### src/rtl/csr_pkg.sv
// Shared definitions for the machine-mode CSR trap controller: CSR addresses,
// mstatus bit positions, csr_op encoding, FSM states and csr_wen bit indices.
package csr_pkg;

    localparam logic [11:0] CSR_MSTATUS = 12'h300;
    localparam logic [11:0] CSR_MTVEC   = 12'h305;
    localparam logic [11:0] CSR_MEPC    = 12'h341;
    localparam logic [11:0] CSR_MCAUSE  = 12'h342;

    localparam int MSTATUS_MIE    = 3;
    localparam int MSTATUS_MPIE   = 7;
    localparam int MSTATUS_MPP_LO = 11;
    localparam int MSTATUS_MPP_HI = 12;

    localparam int WEN_MEPC    = 0;
    localparam int WEN_MCAUSE  = 1;
    localparam int WEN_MSTATUS = 2;
    localparam int WEN_MTVEC   = 3;

    typedef enum logic [1:0] {
        CSR_OP_NONE = 2'b00,
        CSR_OP_RW   = 2'b01,
        CSR_OP_RS   = 2'b10,
        CSR_OP_RC   = 2'b11
    } csr_op_e;

    typedef enum logic [2:0] {
        ST_IDLE      = 3'd0,
        ST_TRAP_SAVE = 3'd1,
        ST_TRAP_JUMP = 3'd2,
        ST_MRET      = 3'd3,
        ST_CSR_EXEC  = 3'd4
    } state_e;

    function automatic logic csr_known(input logic [11:0] addr);
        return (addr == CSR_MSTATUS) || (addr == CSR_MTVEC) ||
               (addr == CSR_MEPC)    || (addr == CSR_MCAUSE);
    endfunction

endpackage

### src/rtl/csr_trap_ctrl_if.sv
// EXU instruction handshake plus CSR-file read/write buses of csr_trap_ctrl.
// master = EXU/CSR-file side, slave = the controller.
interface csr_trap_ctrl_if #(
    parameter int XLEN = 32
);
    logic            inst_valid;
    logic            inst_ready;
    logic            is_ecall;
    logic            is_mret;
    logic [1:0]      csr_op;
    logic [11:0]     csr_addr;
    logic [XLEN-1:0] csr_src;
    logic [XLEN-1:0] pc;

    logic [XLEN-1:0] mepc_out;
    logic [XLEN-1:0] mcause_out;
    logic [XLEN-1:0] mstatus_out;
    logic [XLEN-1:0] mtvec_out;

    logic [XLEN-1:0] mepc_in;
    logic [XLEN-1:0] mcause_in;
    logic [XLEN-1:0] mstatus_in;
    logic [XLEN-1:0] mtvec_in;
    logic [3:0]      csr_wen;

    logic [XLEN-1:0] csr_rdata;
    logic            done;
    logic            redirect_valid;
    logic [XLEN-1:0] redirect_pc;

    modport master (
        output inst_valid, is_ecall, is_mret, csr_op, csr_addr, csr_src, pc,
               mepc_out, mcause_out, mstatus_out, mtvec_out,
        input  inst_ready, mepc_in, mcause_in, mstatus_in, mtvec_in, csr_wen,
               csr_rdata, done, redirect_valid, redirect_pc
    );

    modport slave (
        input  inst_valid, is_ecall, is_mret, csr_op, csr_addr, csr_src, pc,
               mepc_out, mcause_out, mstatus_out, mtvec_out,
        output inst_ready, mepc_in, mcause_in, mstatus_in, mtvec_in, csr_wen,
               csr_rdata, done, redirect_valid, redirect_pc
    );

endinterface

### src/rtl/csr_rmw_alu.sv
// Zicsr read-modify-write datapath: new CSR value from op/old/src, plus a flag
// that suppresses the write (RS/RC with a zero source, or no operation).
module csr_rmw_alu
    import csr_pkg::*;
#(
    parameter int XLEN = 32
) (
    input  csr_op_e         i_op,
    input  logic [XLEN-1:0] i_old,
    input  logic [XLEN-1:0] i_src,
    output logic [XLEN-1:0] o_new,
    output logic            o_suppress
);

    always_comb begin
        o_new      = '0;
        o_suppress = 1'b1;
        case (i_op)
            CSR_OP_RW: begin
                o_new      = i_src;
                o_suppress = 1'b0;
            end
            CSR_OP_RS: begin
                o_new      = i_old | i_src;
                o_suppress = (i_src == '0);
            end
            CSR_OP_RC: begin
                o_new      = i_old & ~i_src;
                o_suppress = (i_src == '0);
            end
            default: begin
                o_new      = '0;
                o_suppress = 1'b1;
            end
        endcase
    end

endmodule

### src/rtl/csr_trap_ctrl.sv
// Sequences ecall trap entry, mret and Zicsr RMW against the M-mode CSR file.
// Optional build macro ILLEGAL_CSR_TRAP_EN: unknown CSR addresses trap (mcause 2).
module csr_trap_ctrl
    import csr_pkg::*;
#(
    parameter int              XLEN        = 32,
    parameter logic [XLEN-1:0] ECALL_CAUSE = XLEN'(11)
) (
    input logic           clk,
    input logic           rst,
    csr_trap_ctrl_if.slave bus
);

    state_e          r_state;
    state_e          w_next;
    logic [XLEN-1:0] r_pc;
    csr_op_e         r_op;
    logic [11:0]     r_addr;
    logic [XLEN-1:0] r_src;

    logic            w_accept;
    logic            w_known;
    logic [XLEN-1:0] w_old;
    logic [XLEN-1:0] w_new;
    logic            w_suppress;
    logic [XLEN-1:0] w_trap_cause;

    logic [3:0]      w_wen;
    logic [XLEN-1:0] w_mepc_in;
    logic [XLEN-1:0] w_mcause_in;
    logic [XLEN-1:0] w_mstatus_in;
    logic [XLEN-1:0] w_mtvec_in;
    logic [XLEN-1:0] w_rdata;
    logic            w_done;
    logic            w_redirect_valid;
    logic [XLEN-1:0] w_redirect_pc;
    logic            w_ready;

    function automatic logic [XLEN-1:0] mstatus_trap_entry(input logic [XLEN-1:0] m);
        logic [XLEN-1:0] r;
        r = m;
        r[MSTATUS_MPIE]                  = m[MSTATUS_MIE];
        r[MSTATUS_MIE]                   = 1'b0;
        r[MSTATUS_MPP_HI:MSTATUS_MPP_LO] = 2'b11;
        return r;
    endfunction

    function automatic logic [XLEN-1:0] mstatus_mret_exit(input logic [XLEN-1:0] m);
        logic [XLEN-1:0] r;
        r = m;
        r[MSTATUS_MIE]                   = m[MSTATUS_MPIE];
        r[MSTATUS_MPIE]                  = 1'b1;
        r[MSTATUS_MPP_HI:MSTATUS_MPP_LO] = 2'b11;
        return r;
    endfunction

    // Ready drops combinationally with rst so nothing is accepted during reset.
    assign w_ready  = (r_state == ST_IDLE) && !rst;
    assign w_accept = bus.inst_valid && w_ready;
    assign w_known  = csr_known(r_addr);

`ifdef ILLEGAL_CSR_TRAP_EN
    localparam logic [XLEN-1:0] ILLEGAL_CAUSE = XLEN'(2);
    logic r_illegal;

    always_ff @(posedge clk or posedge rst) begin
        if (rst) begin
            r_illegal <= 1'b0;
        end else if (w_accept) begin
            r_illegal <= !bus.is_ecall && !bus.is_mret &&
                         (bus.csr_op != CSR_OP_NONE) && !csr_known(bus.csr_addr);
        end
    end

    assign w_trap_cause = r_illegal ? ILLEGAL_CAUSE : ECALL_CAUSE;
`else
    assign w_trap_cause = ECALL_CAUSE;
`endif

    always_ff @(posedge clk or posedge rst) begin
        if (rst) begin
            r_state <= ST_IDLE;
            r_pc    <= '0;
            r_op    <= CSR_OP_NONE;
            r_addr  <= '0;
            r_src   <= '0;
        end else begin
            r_state <= w_next;
            if (w_accept) begin
                r_pc   <= bus.pc;
                r_op   <= csr_op_e'(bus.csr_op);
                r_addr <= bus.csr_addr;
                r_src  <= bus.csr_src;
            end
        end
    end

    always_comb begin
        w_old = '0;
        case (r_addr)
            CSR_MSTATUS: w_old = bus.mstatus_out;
            CSR_MTVEC:   w_old = bus.mtvec_out;
            CSR_MEPC:    w_old = bus.mepc_out;
            CSR_MCAUSE:  w_old = bus.mcause_out;
            default:     w_old = '0;
        endcase
    end

    csr_rmw_alu #(
        .XLEN(XLEN)
    ) u_rmw_alu (
        .i_op      (r_op),
        .i_old     (w_old),
        .i_src     (r_src),
        .o_new     (w_new),
        .o_suppress(w_suppress)
    );

    always_comb begin
        w_next           = r_state;
        w_wen            = '0;
        w_mepc_in        = '0;
        w_mcause_in      = '0;
        w_mstatus_in     = '0;
        w_mtvec_in       = '0;
        w_rdata          = '0;
        w_done           = 1'b0;
        w_redirect_valid = 1'b0;
        w_redirect_pc    = '0;

        case (r_state)
            ST_IDLE: begin
                if (w_accept) begin
                    if (bus.is_ecall)     w_next = ST_TRAP_SAVE;
                    else if (bus.is_mret) w_next = ST_MRET;
                    else                  w_next = ST_CSR_EXEC;
                end
            end
            ST_TRAP_SAVE: begin
                w_wen[WEN_MEPC]    = 1'b1;
                w_wen[WEN_MCAUSE]  = 1'b1;
                w_wen[WEN_MSTATUS] = 1'b1;
                w_mepc_in          = r_pc;
                w_mcause_in        = w_trap_cause;
                w_mstatus_in       = mstatus_trap_entry(bus.mstatus_out);
                w_next             = ST_TRAP_JUMP;
            end
            ST_TRAP_JUMP: begin
                w_redirect_valid = 1'b1;
                w_redirect_pc    = {bus.mtvec_out[XLEN-1:2], 2'b00};
                w_done           = 1'b1;
                w_next           = ST_IDLE;
            end
            ST_MRET: begin
                w_wen[WEN_MSTATUS] = 1'b1;
                w_mstatus_in       = mstatus_mret_exit(bus.mstatus_out);
                w_redirect_valid   = 1'b1;
                w_redirect_pc      = bus.mepc_out;
                w_done             = 1'b1;
                w_next             = ST_IDLE;
            end
            ST_CSR_EXEC: begin
                w_next = ST_IDLE;
                if (r_op == CSR_OP_NONE) begin
                    w_done = 1'b1;
                end else if (!w_known) begin
`ifdef ILLEGAL_CSR_TRAP_EN
                    w_next = ST_TRAP_SAVE;
`else
                    w_done = 1'b1;
`endif
                end else begin
                    w_done  = 1'b1;
                    w_rdata = w_old;
                    if (!w_suppress) begin
                        case (r_addr)
                            CSR_MSTATUS: begin
                                w_wen[WEN_MSTATUS] = 1'b1;
                                w_mstatus_in       = w_new;
                            end
                            CSR_MTVEC: begin
                                w_wen[WEN_MTVEC] = 1'b1;
                                w_mtvec_in       = w_new;
                            end
                            CSR_MEPC: begin
                                w_wen[WEN_MEPC] = 1'b1;
                                w_mepc_in       = w_new;
                            end
                            default: begin
                                w_wen[WEN_MCAUSE] = 1'b1;
                                w_mcause_in       = w_new;
                            end
                        endcase
                    end
                end
            end
            default: w_next = ST_IDLE;
        endcase
    end

    assign bus.inst_ready     = w_ready;
    assign bus.csr_wen        = w_wen;
    assign bus.mepc_in        = w_mepc_in;
    assign bus.mcause_in      = w_mcause_in;
    assign bus.mstatus_in     = w_mstatus_in;
    assign bus.mtvec_in       = w_mtvec_in;
    assign bus.csr_rdata      = w_rdata;
    assign bus.done           = w_done;
    assign bus.redirect_valid = w_redirect_valid;
    assign bus.redirect_pc    = w_redirect_pc;

endmodule

### src/flat_wrapper.sv
// flat-port wrapper written by rule: the top's interface ports become plain ports
module csr_trap_ctrl_flat import csr_pkg::*;
#(
    parameter int              XLEN        = 32,
    parameter logic [XLEN-1:0] ECALL_CAUSE = XLEN'(11)
)
  (clk, rst, bus_inst_valid, bus_is_ecall, bus_is_mret, bus_csr_op, bus_csr_addr, bus_csr_src, bus_pc, bus_mepc_out, bus_mcause_out, bus_mstatus_out, bus_mtvec_out, bus_inst_ready, bus_mepc_in, bus_mcause_in, bus_mstatus_in, bus_mtvec_in, bus_csr_wen, bus_csr_rdata, bus_done, bus_redirect_valid, bus_redirect_pc);
  csr_trap_ctrl_if #(.XLEN(XLEN)) bus_i ();
  input logic clk;
  input logic rst;
  input wire logic [$bits(bus_i.inst_valid)-1:0] bus_inst_valid;
  input wire logic [$bits(bus_i.is_ecall)-1:0] bus_is_ecall;
  input wire logic [$bits(bus_i.is_mret)-1:0] bus_is_mret;
  input wire logic [$bits(bus_i.csr_op)-1:0] bus_csr_op;
  input wire logic [$bits(bus_i.csr_addr)-1:0] bus_csr_addr;
  input wire logic [$bits(bus_i.csr_src)-1:0] bus_csr_src;
  input wire logic [$bits(bus_i.pc)-1:0] bus_pc;
  input wire logic [$bits(bus_i.mepc_out)-1:0] bus_mepc_out;
  input wire logic [$bits(bus_i.mcause_out)-1:0] bus_mcause_out;
  input wire logic [$bits(bus_i.mstatus_out)-1:0] bus_mstatus_out;
  input wire logic [$bits(bus_i.mtvec_out)-1:0] bus_mtvec_out;
  output wire logic [$bits(bus_i.inst_ready)-1:0] bus_inst_ready;
  output wire logic [$bits(bus_i.mepc_in)-1:0] bus_mepc_in;
  output wire logic [$bits(bus_i.mcause_in)-1:0] bus_mcause_in;
  output wire logic [$bits(bus_i.mstatus_in)-1:0] bus_mstatus_in;
  output wire logic [$bits(bus_i.mtvec_in)-1:0] bus_mtvec_in;
  output wire logic [$bits(bus_i.csr_wen)-1:0] bus_csr_wen;
  output wire logic [$bits(bus_i.csr_rdata)-1:0] bus_csr_rdata;
  output wire logic [$bits(bus_i.done)-1:0] bus_done;
  output wire logic [$bits(bus_i.redirect_valid)-1:0] bus_redirect_valid;
  output wire logic [$bits(bus_i.redirect_pc)-1:0] bus_redirect_pc;
  assign bus_i.inst_valid = bus_inst_valid;
  assign bus_i.is_ecall = bus_is_ecall;
  assign bus_i.is_mret = bus_is_mret;
  assign bus_i.csr_op = bus_csr_op;
  assign bus_i.csr_addr = bus_csr_addr;
  assign bus_i.csr_src = bus_csr_src;
  assign bus_i.pc = bus_pc;
  assign bus_i.mepc_out = bus_mepc_out;
  assign bus_i.mcause_out = bus_mcause_out;
  assign bus_i.mstatus_out = bus_mstatus_out;
  assign bus_i.mtvec_out = bus_mtvec_out;
  assign bus_inst_ready = bus_i.inst_ready;
  assign bus_mepc_in = bus_i.mepc_in;
  assign bus_mcause_in = bus_i.mcause_in;
  assign bus_mstatus_in = bus_i.mstatus_in;
  assign bus_mtvec_in = bus_i.mtvec_in;
  assign bus_csr_wen = bus_i.csr_wen;
  assign bus_csr_rdata = bus_i.csr_rdata;
  assign bus_done = bus_i.done;
  assign bus_redirect_valid = bus_i.redirect_valid;
  assign bus_redirect_pc = bus_i.redirect_pc;
  csr_trap_ctrl #(.XLEN(XLEN), .ECALL_CAUSE(ECALL_CAUSE)) u_core (.clk(clk), .rst(rst), .bus(bus_i));
endmodule
### config.mk
export PLATFORM = sky130hd
export DESIGN_NAME = csr_trap_ctrl_flat
export DESIGN_NICKNAME = d
export VERILOG_FILES = /design/src/rtl/csr_pkg.sv /design/src/rtl/csr_trap_ctrl_if.sv /design/src/rtl/csr_rmw_alu.sv /design/src/rtl/csr_trap_ctrl.sv /design/src/flat_wrapper.sv
export SDC_FILE = /design/constraint.sdc
export NUM_CORES = 1
export LEC_CHECK = 0
export BUFFER_PORTS_ARGS = -buffer_cell sky130_fd_sc_hd__buf_2
export CELL_PAD_IN_SITES_DETAIL_PLACEMENT = 0
export CELL_PAD_IN_SITES_GLOBAL_PLACEMENT = 1
export CORE_AREA = 2 2 158 160
export DETAILED_ROUTE_END_ITERATION = 8
export DIE_AREA = 0 0 160 162
export GPL_TIMING_DRIVEN = 0
export PLACE_DENSITY_LB_ADDON = 0.1
export RECOVER_POWER = 25
export REMOVE_ABC_BUFFERS = 1
export SLEW_MARGIN = 20
export SYNTH_ARGS = -nofsm -noshare
export SYNTH_HDL_FRONTEND = slang
export SYNTH_SLANG_ARGS = --single-unit
export TNS_END_PERCENT = 20
### constraint.sdc
create_clock -name clk -period 6 [get_ports clk]
set_input_delay 1.2 -clock clk [delete_from_list [all_inputs] [get_ports clk]]
set_output_delay 1.2 -clock clk [all_outputs]
set_load 0.01 [all_outputs]
# == Yosys cells after proc, flatten, opt, wreduce, memory -nomap -nowiden ==
# Index checks and enable logic that the tools add are counted.
# totals
reg_bits,81
in_bits,211
out_inout_bits,199
word_cells,77
# op_classes
n_eq_ne,12
muxes,43
bitwise_logic,3
n_reduce_logical,14
# ops
cell,count
32-bit two-way mux,20
32-bit case mux with 2 select lines,3
32-bit case mux with 3 select lines,2
32-bit case mux with 4 select lines,1
"12-bit by 10-bit equality test with 1-bit output, second input constant",4
32-bit bitwise AND,1
32-bit logical NOT,1
32-bit NOT,1
32-bit OR,1
4-bit two-way mux,3
3-bit two-way mux,3
1-bit two-way mux,7
"3-bit by 2-bit equality test with 1-bit output, second input constant",2
3-bit case mux with 2 select lines,1
2-bit OR reduction,3
3-bit OR reduction,2
"2-bit equality test, second input constant",2
1-bit case mux with 2 select lines,2
2-bit case mux with 2 select lines,1
"3-bit by 1-bit equality test with 1-bit output, second input constant",1
"3-bit equality test, second input constant",1
3-bit logical NOT,1
1-bit logical OR,3
"2-bit by 1-bit equality test with 1-bit output, second input constant",1
other kinds (4),5

# == Logic depth before layout (Yosys ltp) ==
# Gate-level depths: netlist of the first run.
# depth
ltp_word,9
ltp_mapped,8
mapped_depth_nobuf,5

# == Cells and area by module ==
# A second synthesis of the first run with hierarchy kept.
# unflattened
hier_cells,956
area_unflattened_um2,7746.2
# by_module_without_submodules
module,n_inst,cells_each,area_per_inst_um2,seq_area_each_um2
csr_trap_ctrl,1,834,6846.6,2026.9
csr_rmw_alu,1,122,899.6,0.0

# == Least setup slack after synthesis of the first run ==
# No wires, ideal clock.
# synth_path
path_type,register -> output
from,register u_core.r_addr[10]
to,output bus_mstatus_in[30]
t_arrival_ps,2210
setup_slack_ps,2590
path_stages_with_launch,8
path_cell_list,dfrtp_1 or4_4 buf_6 or3_1 buf_6 o221ai_1 a22oi_1 o21ai_0
# synth_between
elab_chain_cells,9
word_cells_on_any_way,16
# synth_rtl
item,line,text
start: declaration,csr_trap_ctrl.sv:18,logic [11:0] r_addr;
start signal: assignment,csr_trap_ctrl.sv:92,r_addr <= bus.csr_addr;
"12-bit by 10-bit equality test with 1-bit output, on equally long branches",-,
32-bit case mux with 4 select lines,csr_trap_ctrl.sv:100,case (r_addr)
32-bit bitwise AND / 32-bit OR (equally long branches),"csr_rmw_alu.sv:28, csr_rmw_alu.sv:24",
32-bit case mux with 3 select lines,csr_rmw_alu.sv:18,case (i_op)
32-bit two-way mux,csr_trap_ctrl.sv:176,case (r_addr)
32-bit two-way mux,csr_trap_ctrl.sv:175,if (!w_suppress) begin
32-bit two-way mux *,csr_trap_ctrl.sv:166,end else if (!w_known) begin
32-bit two-way mux *,csr_trap_ctrl.sv:164,if (r_op == CSR_OP_NONE) begin
32-bit case mux with 3 select lines *,csr_trap_ctrl.sv:131,case (r_state)
end: declaration,flat_wrapper.sv:25,output wire logic [$bits(bus_i.mstatus_in)-1:0] bus_mstatus_in;
# Every way passes the cells marked *; elsewhere a longest branch is shown, timed or not.

# == Worst setup path in the final report of the first run ==
# layout_path
from,register u_core.r_addr[10]
to,output bus_mcause_in[1]
# layout_between
elab_chain_cells,9
word_cells_on_any_way,17
# layout_rtl
item,line,text
"12-bit by 10-bit equality test with 1-bit output, on equally long branches",-,
32-bit case mux with 4 select lines,csr_trap_ctrl.sv:100,
32-bit bitwise AND / 32-bit OR (equally long branches),"csr_rmw_alu.sv:28, csr_rmw_alu.sv:24",
32-bit case mux with 3 select lines,csr_rmw_alu.sv:18,
32-bit two-way mux,csr_trap_ctrl.sv:176,
32-bit two-way mux,csr_trap_ctrl.sv:175,
32-bit two-way mux *,csr_trap_ctrl.sv:166,
32-bit two-way mux *,csr_trap_ctrl.sv:164,
32-bit case mux with 2 select lines *,csr_trap_ctrl.sv:131,
end: declaration,flat_wrapper.sv:24,output wire logic [$bits(bus_i.mcause_in)-1:0] bus_mcause_in;
# Marked as above.

==> results of run 1 <==
## worst max-delay path by stage
stage          cells after the start  slack [ns]                 end         startpoint
6_report                           8        0.86    bus_mcause_in[1]  u_core.r_addr[10]
5_1_grt                            8        0.65    bus_mcause_in[1]  u_core.r_addr[10]
4_1_cts                            8        0.85    bus_mcause_in[1]  u_core.r_addr[10]
3_5_place_dp                       8        1.23    bus_mcause_in[1]  u_core.r_addr[10]
3_3_place_gp                       4       -1.81  bus_mstatus_in[25]   u_core.r_addr[0]
2_1_floorplan                      3        1.46    bus_mcause_in[0]   u_core.r_addr[0]
## per-layer routing
layer | GRT usage (%) | vias up
li1 | - | 3588
met1 | 30.99 | 3653
met2 | 44.16 | 332
met3 | 5.414 | 43
met4 | 8.395 | 6
met5 | 0 | -
## Yosys cell counts
| library cell | number |
|---|---|
| o221ai_2 | 20 |
| or4_4 | 1 |
| buf_12 | 1 |
| a22o_1 | 30 |
| a22oi_2 | 20 |
| or3b_1 | 1 |
| nor3_1 | 2 |
| o21ai_0 | 28 |
| o221ai_1 | 7 |
| buf_2 | 4 |
| nor2_1 | 75 |
| or3_1 | 4 |
| nor4_1 | 7 |
| nor4b_1 | 1 |
| o21a_1 | 1 |
| inv_1 | 3 |
| a22oi_1 | 44 |
| nor2_2 | 1 |
| buf_1 | 4 |
| nand3b_1 | 28 |
| nand2_1 | 72 |
| clkbuf_1 | 67 |
| and3_1 | 2 |
| o21ai_2 | 3 |
| nand2b_1 | 4 |
| mux2_2 | 78 |
| xor2_1 | 1 |
| nor2b_1 | 30 |
| and2_1 | 29 |
| o21ai_1 | 37 |
| nand4_1 | 6 |
| o22a_1 | 5 |
| buf_6 | 3 |
| nor3b_1 | 3 |
| dfrtp_1 | 81 |
| nand3_1 | 27 |
| o31a_1 | 5 |
| or4_1 | 27 |
| or2_2 | 1 |
## power by group through the flow
stage / registers (mW) / clock network, mW / logic (mW)
global placement: 0.831 / 0 / 0.886
finish: 0.837 / 0.649 / 0.944
detailed placement: 0.845 / 0 / 0.946
global route: 0.858 / 0.690 / 1.02
CTS: 0.834 / 0.665 / 0.951
floorplan: 0.774 / 0 / 0.555
## worst max-delay path: cells and delay by family, from the launching register on
| kind | cells | cell delay (ns) |
|---|---|---|
| compound gates | 1 | 0.17 |
| buf+inv | 3 | 0.75 |
| simple gates | 4 | 2.27 |
| flops | 1 | 0.37 |
## cells by family after synthesis
group | share of synthesized area [%]
buffers and inverters | 5.324
flip-flops | 30.69
multiplexers | 13.30
XOR/XNOR | 0.1327
AND/OR/NAND/NOR | 25.54
AO/OA/AOI/OAI | 25.01
## final cells by class
class	instances	area [um2]	share of cell area [%]
Antenna cell	5	12.51	0.1311
Sequential cell	81	2031	21.29
Inverter	3	12.51	0.1311
Clock buffer	10	229.0	2.400
Timing Repair Buffer	434	2451	25.69
Multi-Input combinational cell	600	4292	44.98
Clock inverter	6	107.6	1.128
Tap cell	324	405.4	4.249
## flip-flops by register name (all words and copies together), names as in the netlist
name	flops
u_core.r_addr	12
u_core.r_op	2
u_core.r_pc	32
u_core.r_src	32
u_core.r_state	3
## stage by stage
stage | total power [mW] | utilization, % | std cells
CTS | 2.451 | 39.58 | 1458
global route | 2.572 | 39.57 | 1462
floorplan | 1.329 | - | 684
detailed placement | 1.791 | 38.18 | 1442
finish | 2.430 | 39.58 | 1463
global placement | 1.716 | 36.16 | 1417
==> results.md, run 1 <==
* Hold path startpoint: u_core.r_pc[10]
* Worst slew pin tran at 2.142 ns
* DRC at 0
* # IOs at 410
* Final Hold Vio Count at 0
* Critical path fanouts, max at 30
* Final period utilization at 85.65%
* Post-layout minimum cycle time at 5.139 ns
* Sum Neg Setup Slack at 0 ns
* CP peak stage delay at 0.74 ns
* Ys Warns at 0
* CTS root buffer: clkbuf_16
* Slowest CP cell: or4_4
* Clk slew on worst S/H paths at 0.07 ns
* Nets at 1,340
* Dominant cell type by area after synthesis: dfrtp_1
* Port Buffers at 409
* Clock power share at 26.7%
* Final slew viol count at 43
* CP arrival at 3.94 ns
* VDD IR max at 0.0001380 V
* Fillers at 2,610
* Most common cell after layout, fill and taps aside: buf_2
* Hold-fix buffers, CTS at 0
* CORE AREA at 0.02411 mm2
* Leakage Power at 4.431 nW
* Initial core utilization at 27.40%
* Place WS at 1.230 ns
* Crit path capture type: output pin
* Count of antenna-violating nets left after detailed routing at 0
* Critical Path Most Common Cell: buf_6
* Routed wl met3 at 2302 um
* Share of the synthesized area in the top cell type at 30.69%
* Area contributors post-synth: dfrtp_1 (31%), mux2_2 (13%), a22oi_1 (5.0%)
* Worst setup slack after layout at 0.8611 ns
* Vias in the first global route at 7,608
* Post-DR wirelength/cell at 23.08 um
* Met1 Wirelength at 13,770 um
* First-pass GRT wire length at 49,440 um
* Die area at 0.02592 mm2
* R2R depth at 4
* Netlist cell types at 39
* WS Path Type: flop to output pin
* Mean Syn Cell Area at 8.655 um2
* Placed inst area at 0.009204 mm2
* WP data required at 4.80 ns
* WHS Endpoint: u_core.r_pc[10]
* Min-Delay Path Class: flop to flop
* Standard-cell rows at 57
* Final instance area at 0.009540 mm2
* CTS tree: yes
* Final-report setup violation count at 0
* GRT Overall Usage at 25.26%
* Commonest cells after routing, fill and taps aside: buf_2 (407), mux2_2 (78), dfrtp_1 (78)
* Status: finished, violations left
* Met2 wire len at 16,950 um
* Area growth, synth to finish at 44.47%
* Yosys reg bits at 81
* DR pass1 iterations at 5
* Pwr Density at 254.7 mW/mm2
* RSZ-0062 raised after global routing: false
* Worst Skew at 0.01126 ns
* Top Layer Used: met5
* Sequential-to-total area share from yosys stat at 30.69%
* Die Y-Extent at 162 um
* Hold path depth at 1
* Worst-path cell chain: or4_4 > or2_2 > nor2_2 > nand4_1 > buf_6 > buf_6 > o21ai_0 > buf_2
* Internal at 1.495 mW
* Post-synthesis cell area at 0.006604 mm2
* P_sw at 0.9348 mW
* TritonCTS sink count at 81
* PostCTS Resize Cnt at 0
* Startpoint type of the worst setup path: flop
* Setup Fix Bufs, Post-CTS at 0
* Failing checks: capacitance limit, slew limit
* Reg-to-Reg End: u_core.r_addr[1]
* Post-DP HPWL at 25,500 um
* Sw frac at 38.48%
* F_max at 0.1946 GHz
* Max clock buf depth at 2
* Share of cells above drive strength 1 at 51.76%
* Routed WL at 33,770 um
* H-tree depth at 3
* Seq pwr share at 34.4%
* DR vias/cell at 5.210
* Worst Hold Slack at 0.5043 ns
* Largest net degree at the start of global routing at 71
* Reg-to-reg setup timing slack at 2.75 ns
* Detailed Route Iter0 Violations at 516
* R2R Path Start: u_core.r_state[1]
* Die Wd at 160 um
* Comb pwr share at 38.8%
* TritonCTS Buffers at 9
* Max-cap violation count at 1
* Placer's final routability congestion estimate at 0.8185
* Synthesized instance count at 763
* Initial antenna violation count at 8
* Gr ovfl total at 0
* Max_slew headroom at -43.17%
* Clk_lat worst skew at 0.35 ns
* Via count at 7,622
No activity file was read; power rests on OpenSTA's default activity.
==> run 2, diff against run 1 <==
--- a/config.mk
+++ b/config.mk
@@ -8,9 +8,9 @@
 export BUFFER_PORTS_ARGS = -buffer_cell sky130_fd_sc_hd__buf_2
 export CELL_PAD_IN_SITES_DETAIL_PLACEMENT = 0
 export CELL_PAD_IN_SITES_GLOBAL_PLACEMENT = 1
-export CORE_AREA = 2 2 158 160
+export CORE_AREA = 2 2 161 163
 export DETAILED_ROUTE_END_ITERATION = 8
-export DIE_AREA = 0 0 160 162
+export DIE_AREA = 0 0 163 165
 export GPL_TIMING_DRIVEN = 0
 export PLACE_DENSITY_LB_ADDON = 0.1
 export RECOVER_POWER = 25
==> constraint.sdc (replaced) <==
create_clock -name clk -period 5.25 [get_ports clk]
set_input_delay 1.05 -clock clk [delete_from_list [all_inputs] [get_ports clk]]
set_output_delay 1.05 -clock clk [all_outputs]
set_load 0.01 [all_outputs]
==> results.md, run 2 (synthesis gave the netlist of run 1 again) <==
* TritonCTS sink count at 81
* Post-DP HPWL at 26,540 um
* Die area at 0.02690 mm2
* Final Hold Vio Count at 0
* F_max at 0.2020 GHz
* Share of cells above drive strength 1 at 51.76%
* RSZ-0062 raised after global routing: false
* CP arrival at 3.90 ns
* Clk_lat worst skew at 0.35 ns
* Max_slew headroom at -41.85%
* Area growth, synth to finish at 44.56%
* Worst setup slack after layout at 0.3004 ns
* CP peak stage delay at 0.77 ns
* Failing checks: capacitance limit, slew limit
* Worst Hold Slack at 0.5067 ns
* DRC at 0
* Pwr Total at 2.643 mW
* Initial core utilization at 26.38%
* Status: finished, violations left
* Startpoint type of the worst setup path: flop
* Place WS at 0.4693 ns
* Largest regs: u_core.r_pc: 32 flops, u_core.r_src: 32 flops, u_core.r_addr: 12 flops
* Routed WL at 34,760 um
* Most common cell after layout, fill and taps aside: buf_2
* Placed inst area at 0.009285 mm2
* Die Y-Extent at 165 um
* Nets at 1,342
* CTS root buffer: clkbuf_16
* Final Util at 38.13%
* Worst-path cell chain: or4_4 > or2_4 > nor2_1 > nand4_1 > buf_6 > o21ai_0 > buf_2
* Final-report setup violation count at 0
* Min-Delay Path Class: flop to flop
* Max-cap violation count at 2
* Post-layout minimum cycle time at 4.950 ns
* Max clock buf depth at 2
* PostCTS Resize Cnt at 0
* Standard-cell rows at 58
* Pwr Density at 276.8 mW/mm2
* Placed cells at 1,450
* H-tree depth at 3
* Via count at 7,635
* Placer's final routability congestion estimate at 0.7891
* Clk slew on worst S/H paths at 0.06 ns
* Final slew viol count at 73
* Leakage Power at 4.437 nW
* Vias in the first global route at 7,508
* DR vias/cell at 5.187
* Slowest CP cell: or4_4
* Worst path top cell family by delay: simple AND/OR/NAND/NOR gates
* Sum Neg Setup Slack at 0 ns
* Fin cells at 1,472
* Final period utilization at 94.28%
* Worst Skew at 0.01212 ns
* Buf/Inv on CP at 2
* TritonCTS Buffers at 9
* First-pass GRT wire length at 49,510 um
* Gr ovfl total at 0
* Post-DR wirelength/cell at 23.61 um
* WS Path Type: flop to output pin
* Detailed Route Iter0 Violations at 613
* Worst slew pin tran at 2.116 ns
* Initial antenna violation count at 8
* Count of antenna-violating nets left after detailed routing at 0
* WP data required at 4.20 ns
* Crit path capture type: output pin
* Hold-fix buffers, CTS at 0
* Die Wd at 163 um
* VDD IR max at 0.0001408 V
* Commonest cells after routing, fill and taps aside: buf_2 (408), mux2_2 (78), dfrtp_1 (78)
* Setup Fix Bufs, Post-CTS at 0
* CORE AREA at 0.02504 mm2
* GRT Overall Usage at 25.03%
* Largest net degree at the start of global routing at 48
* Port Buffers at 409
* # IOs at 410
* DR pass1 iterations at 5
* Final instance area at 0.009547 mm2
* Critical path fanouts, max at 30
* CTS tree: yes
[run 2: path summary, 6_finish.rpt]
path / start / end / slack (ns) / depth (start not counted)
min: u_core.r_pc[14] / u_core.r_pc[14] / 0.51 / 1
max reg2reg: u_core.r_state[1] / u_core.r_pc[16] / 2.10 / 4
max in group asynchronous: rst / u_core.r_addr[0] / 2.91 / 2
min reg2reg: u_core.r_pc[14] / u_core.r_pc[14] / 0.51 / 1
max: u_core.r_addr[10] / bus_mstatus_in[17] / 0.30 / 7
min in group asynchronous: rst / u_core.r_state[2] / 1.24 / 2
[run 2: metal layers]
layer | GRT usage (%) | routed length (um)
met3 | 5.073 | 2397
met1 | 30.82 | 14300
met2 | 44.88 | 17650
met4 | 5.752 | 387
met5 | 0 | 26
[run 2: worst reg2reg max path, stage by stage, from the launching register on]
cell and delay [ns]:
dfrtp_1 0.54, nor4_1 0.45, nand2_1 1.08, buf_16 0.61
mux2_2 0.35
[run 2: final cells by class]
type	count	area, um2
sequential	81	2031
multi-input combinational	600	4294
timing repair buffer	436	2525
fill	2704	15490
inverter	3	12.51
clock buffer	12	236.5
clock inverter	4	20.02
tap	330	412.9
antenna	6	15.01
[run 2: where the power goes]
group,internal [mW],total (mW),switching (mW),leakage [nW]
Clock,0.318,0.592,0.274,0.130
Combinational,0.485,1.09,0.606,3.35
Sequential,0.769,0.960,0.191,0.955
